`src/rtl/serial_adder.sv`:
```
// Bit-serial WIDTH-bit adder: one full-adder bit per clock, LSB first, with a
// start/busy/done handshake and registered sum/carry-out.
module serial_adder #(
    parameter int unsigned WIDTH = 8,
    parameter int unsigned CW    = $clog2(WIDTH + 1)
) (
    input  logic             clk,
    input  logic             rst_n,
    input  logic             start,
    input  logic [WIDTH-1:0] a,
    input  logic [WIDTH-1:0] b,
    input  logic             cin,
    output logic             busy,
    output logic             done,
    output logic [WIDTH-1:0] sum,
    output logic             cout
);

    typedef enum logic [1:0] {StIdle, StRun, StDone} state_e;

    state_e           state_q, state_d;
    logic [WIDTH-1:0] a_sh_q, a_sh_d;
    logic [WIDTH-1:0] b_sh_q, b_sh_d;
    logic [WIDTH-1:0] res_q, res_d;
    logic [WIDTH-1:0] sum_q, sum_d;
    logic [CW-1:0]    cnt_q, cnt_d;
    logic             carry_q, carry_d;
    logic             cout_q, cout_d;
    logic             s;
    logic             carry_nx;

    assign s        = a_sh_q[0] ^ b_sh_q[0] ^ carry_q;
    assign carry_nx = (a_sh_q[0] & b_sh_q[0]) | (carry_q & (a_sh_q[0] ^ b_sh_q[0]));

    always_comb begin
        state_d = state_q;
        a_sh_d  = a_sh_q;
        b_sh_d  = b_sh_q;
        res_d   = res_q;
        sum_d   = sum_q;
        cnt_d   = cnt_q;
        carry_d = carry_q;
        cout_d  = cout_q;
        unique case (state_q)
            StIdle: begin
                if (start) begin
                    a_sh_d  = a;
                    b_sh_d  = b;
                    carry_d = cin;
                    cnt_d   = '0;
                    state_d = StRun;
                end
            end
            StRun: begin
                a_sh_d  = a_sh_q >> 1;
                b_sh_d  = b_sh_q >> 1;
                res_d   = {s, res_q[WIDTH-1:1]};
                carry_d = carry_nx;
                cnt_d   = cnt_q + CW'(1);
                // Publish only the completed result; partial bits stay in res_q.
                if (cnt_q == CW'(WIDTH - 1)) begin
                    sum_d   = {s, res_q[WIDTH-1:1]};
                    cout_d  = carry_nx;
                    state_d = StDone;
                end
            end
            StDone:  state_d = StIdle;
            default: state_d = StIdle;
        endcase
    end

    always_ff @(posedge clk or negedge rst_n) begin
        if (!rst_n) begin
            state_q <= StIdle;
            a_sh_q  <= '0;
            b_sh_q  <= '0;
            res_q   <= '0;
            sum_q   <= '0;
            cnt_q   <= '0;
            carry_q <= 1'b0;
            cout_q  <= 1'b0;
        end else begin
            state_q <= state_d;
            a_sh_q  <= a_sh_d;
            b_sh_q  <= b_sh_d;
            res_q   <= res_d;
            sum_q   <= sum_d;
            cnt_q   <= cnt_d;
            carry_q <= carry_d;
            cout_q  <= cout_d;
        end
    end

    assign busy = (state_q != StIdle);
    assign done = (state_q == StDone);
    assign sum  = sum_q;
    assign cout = cout_q;

endmodule
```
`config.mk`:
```
export PLATFORM = sky130hd
export DESIGN_NAME = serial_adder
export DESIGN_NICKNAME = d
export VERILOG_FILES = /design/src/rtl/serial_adder.sv
export SDC_FILE = /design/constraint.sdc
export NUM_CORES = 1
export LEC_CHECK = 0
export BUFFER_PORTS_ARGS = -buffer_cell sky130_fd_sc_hd__clkbuf_2
export CORE_MARGIN = 1
export CORE_UTILIZATION = 50
export CTS_BUF_LIST = sky130_fd_sc_hd__clkbuf_8 sky130_fd_sc_hd__clkbuf_16
export CTS_CLUSTER_SIZE = 30
export DETAILED_ROUTE_END_ITERATION = 16
export GPL_TIMING_DRIVEN = 1
export PLACE_DENSITY = 0.73
export SETUP_SLACK_MARGIN = 0.02
export SYNTH_ARGS = -nofsm -noshare
export SYNTH_HDL_FRONTEND = slang
export SYNTH_SLANG_ARGS = --single-unit
```
`constraint.sdc`:
```
create_clock -name clk -period 1.7 [get_ports clk]
set_input_delay 0.51 -clock clk [delete_from_list [all_inputs] [get_ports clk]]
set_output_delay 0.51 -clock clk [all_outputs]
set_load 0.02 [all_outputs]
```
======== Yosys cells after proc, flatten, opt, wreduce, memory -nomap -nowiden ========
Cells that the tools add are included.
storage, ports and cells
  output and inout port bits .............. 11
  bits of input ports ..................... 20
  register bits after elaboration ......... 40
operators by class
  reduce and logical (&&, ||, !) cells .... 6
  mux-type cells .......................... 11
  add/subtract/negate cells ............... 1
  bitwise operators ....................... 5
  eq/ne operators ......................... 5
operators with widths
  kind                                                  number
  case mux 8 bit (2 select lines)                       2
  2-to-1 mux 8 bit                                      2
  case mux 4 bit (2 select lines)                       1
  AND reduction 2 bit                                   3
  adder 4 x 1 -> 4 bit (second input constant)          1
  equality test 4 x 3 -> 1 bit (second input constant)  1
  2-to-1 mux 2 bit                                      2
  2-to-1 mux 4 bit                                      1
  inequality test 2 bit (second input constant)         2
  case mux 2 bit (2 select lines)                       1
  nonzero test 2 bit                                    2
  bitwise AND 1 bit                                     2
  equality test 2 x 1 -> 1 bit (second input constant)  1
  equality test 2 bit (second input constant)           1
  zero test 2 bit                                       1
  case mux 1 bit (2 select lines)                       1
  bitwise XOR 1 bit                                     2
  2-to-1 mux 1 bit                                      1
  bitwise OR 1 bit                                      1

======== Depth between registers and ports, before layout ========
  word-level depth ........................ 4
  mapped depth ............................ 5
  gate-level depth less buffers ........... 4

======== Worst setup path after synthesis ========
No wires, ideal clock.
  kind .................................... flip-flop to output port
  start point ............................. register state_q[0]
  end point ............................... output done
  required time ........................... 1.190 ns
  setup slack ............................. 0.177 ns
  cell stages (with the launch flop) ...... 4
  buffers on the path ..................... 2
  data arrival time ....................... 1.013 ns
  cell sequence ........................... dfrtp_1 > buf_4 > clkbuf_1 > nor2b_1
between the ends
  word-level cells in the longest chain between the ends .. 1
ends and longest elaborated chain
  what                      line  RTL
  start: declaration        21    state_e state_q, state_d;
  start signal: assignment  74    state_q <= StIdle;
  start signal: assignment  83    state_q <= state_d;
  equality test 2 bit       95    assign done = (state_q == StDone);
  end: declaration          14    output logic done,
No other way between the ends.

======== Final worst setup path ========
  start point ............................. register state_q[1]
  end point ............................... output busy
between the ends
  word-level cells in the longest chain between the ends .. 1
ends and longest elaborated chain
  what                line  RTL
  nonzero test 2 bit  94    assign busy = (state_q != StIdle);
  end: declaration    13    output logic busy,
No other way between the ends.

==> flow_summary.yaml <==
run_status:
  status: "finished, final reports clean"
clocking:
  clk_latency_ns: 0.30
  clockBufferDepth: 2
  numClockSinks: 39
  clkTransAtPathRegs_ns: 0.08
  htreeDepth: 2
  cts_tree: "done"
  numCtsBuffers: 5
  clockRootBuffer: "clkbuf_8"
sta:
  hold_ws_ns: 0.251
  worst_pin_slew_ns: 0.472
  maxSlewViolCount: 0
  setup_ws_ns: 0.0570
  rsz0062_at_grt: "false"
  slew_headroom: 0.685
  period_needed_ns: 1.64
  tns_ns: 0
  setup_viol: 0
  finalCritPeriodShare: 0.966
  fin_skew_ns: 0.00743
  finalHoldViolCount: 0
  fmax_mhz: 609
placement:
  place_congestion: 0.782
  io_buffers: 30
  place_ws_ns: 0.0724
  post-dp-hpwl_mm: 2.12
cells_and_area:
  area_growth_pct: 24.5
  final_cell_mix: "dfrtp_1, clkbuf_2, nand2_1"
  layout.nets: 206
  drive_gt1_frac: 0.395
  antenna_cells: 0
  final_common_cell: "dfrtp_1"
  fin_util: 0.668
global_routing:
  track_usage: 0.220
  grt_pass1_vias: 1225
  overflow: 0
  grt_pass1_wl_mm: 5.55
  antenna_found_initial: 0
  grt_max_degree: 40
die:
  coreArea_um2: 3100
  die_h_um: 59.7
  row_count: 20
  die_w_um: 59.7
  design.die.area_um2: 3570
  ios: 31
  start_util: 0.537
detailed_routing:
  drt-met1-wl_mm: 1.40
  dr.max_layer_used: "met4"
  vias: 1245
  dr.pass1.iters: 4
  wl_met3_um: 152
  wl_mm: 3.28
  drc: 0
  ant_nets: 0
  drtIter0Drc: 55
  wl_per_cell_um: 14.3
  dr_wl_met2_mm: 1.63
  vias_per_cell: 5.44
critical_path:
  worstPathRequired_ns: 1.19
  critPathKind: "reg -> out"
  end_kind: "primary output"
  worstPathArrival_ns: 1.13
  path_max_fanout: 3
  crit_path_start_kind: "register"
power:
  max-vdd-ir-drop_mv: 0.885
  p_per_area_nw_per_um2: 1880
  cellLeakagePower_nw: 0.983
logic_synthesis:
  synthesis.area_um2: 1670
  synth.yosys.seq_area_share: 0.586
  synth_nets: 165
  yosysUniqueCellTypes: 23
  synthCells: 143
  avgSynthCellArea_um2: 11.6
  ys_warn_count: 0
  ys_ff_latch: 39
hold_path:
  hold_path.class: "in -> async"
run:
  drv_cap: 0
-- flip-flops by register name, summed over array words and instances (netlist names) --
name     flops
state_q      2
b_sh_q       8
sum          8
cnt_q        4
res_q        7
carry_q      1
cout         1
a_sh_q       8
-- cells by family after synthesis --
kind of cell / Yosys count / synth area share
and+or+nand+nor: 35 / 0.107
adders and majority gates: 2 / 0.0195
DFF: 39 / 0.586
muxes: 17 / 0.115
buffers and inverters: 11 / 0.0286
AOI/OAI and AO/OA: 39 / 0.144
-- worst paths after layout --
path,endpoint,cells past startpoint,start,slack (ns)
setup / recovery,busy,2,state_q[1],0.06
hold / removal,carry_q,2,rst_n,0.25
setup reg to reg,sum[0],5,cnt_q[0],0.18
hold reg to reg,a_sh_q[2],2,a_sh_q[2],0.49
max in group asynchronous,state_q[0],2,rst_n,1.09
min in group clk,b_sh_q[7],3,b[7],0.46
-- per-stage QoR --
stage	std cells	total power [W]	instance area, um^2
after detailed placement	216	0.00301	1890
after floorplan	143	0.00256	1670
final	229	0.00389	2070
after global placement	216	0.00292	1890
after CTS	228	0.00387	2050
after global routing	229	0.00415	2070
-- timing repair --
item / CTS / global route
setup buffers: 4 / 1
gates resized for setup: 5 / 3
pin swaps: 0 / 1
hold buffers: 0 / 0
setup endpoints to repair: 1 / 10
-- critical path: stages, from the launching register on --
cell and delay [ns]:
dfrtp_2 0.43, or2_4 0.26, clkbuf_8 0.15
-- area by class of cell --
type | count | area [um^2]
fillers | 254 | 1030
flip-flops and latches | 39 | 978
multi-input cells | 93 | 644
repair buffers | 43 | 275
clock buffers | 5 | 68.8
well taps | 44 | 55.1
clock inverters | 3 | 43.8
inverters | 2 | 7.51
-- per-layer routing --
layer / vias up / track usage
met5: - / 0
met4: 0 / 0.156
met3: 9 / 0.0476
met2: 40 / 0.332
met1: 611 / 0.280
li1: 585 / -
-- power by group --
| part | internal [W] | switching (W) | leakage [nW] |
|---|---|---|---|
| sequential | 0.00132 | 0.000256 | 0.498 |
| clock | 0.000437 | 0.000331 | 0.0581 |
| combinational | 0.000769 | 0.000775 | 0.427 |
| total | 0.00253 | 0.00136 | 0.983 |
-- synthesized netlist by cell type (all sizes together) --
master / count / area [um^2]
dfrtp: 39 / 976
nand2b: 1 / 13.8
clkbuf: 6 / 22.5
inv: 2 / 7.51
o21bai: 1 / 7.51
fa: 1 / 20.0
a21oi: 4 / 20.0
a22oi: 12 / 90.1
buf: 3 / 17.5
nor2b: 2 / 12.5
or2: 1 / 6.26
ha: 1 / 12.5
nand2: 23 / 86.3
o311ai: 1 / 8.76
and3b: 3 / 26.3
a2bb2oi: 1 / 8.76
a22o: 1 / 8.76
mux2: 17 / 191
o21ai: 19 / 95.1
nor2: 2 / 7.51
nor3: 1 / 16.3
nand3: 2 / 10.0
Power figures use the tool's default switching activity.
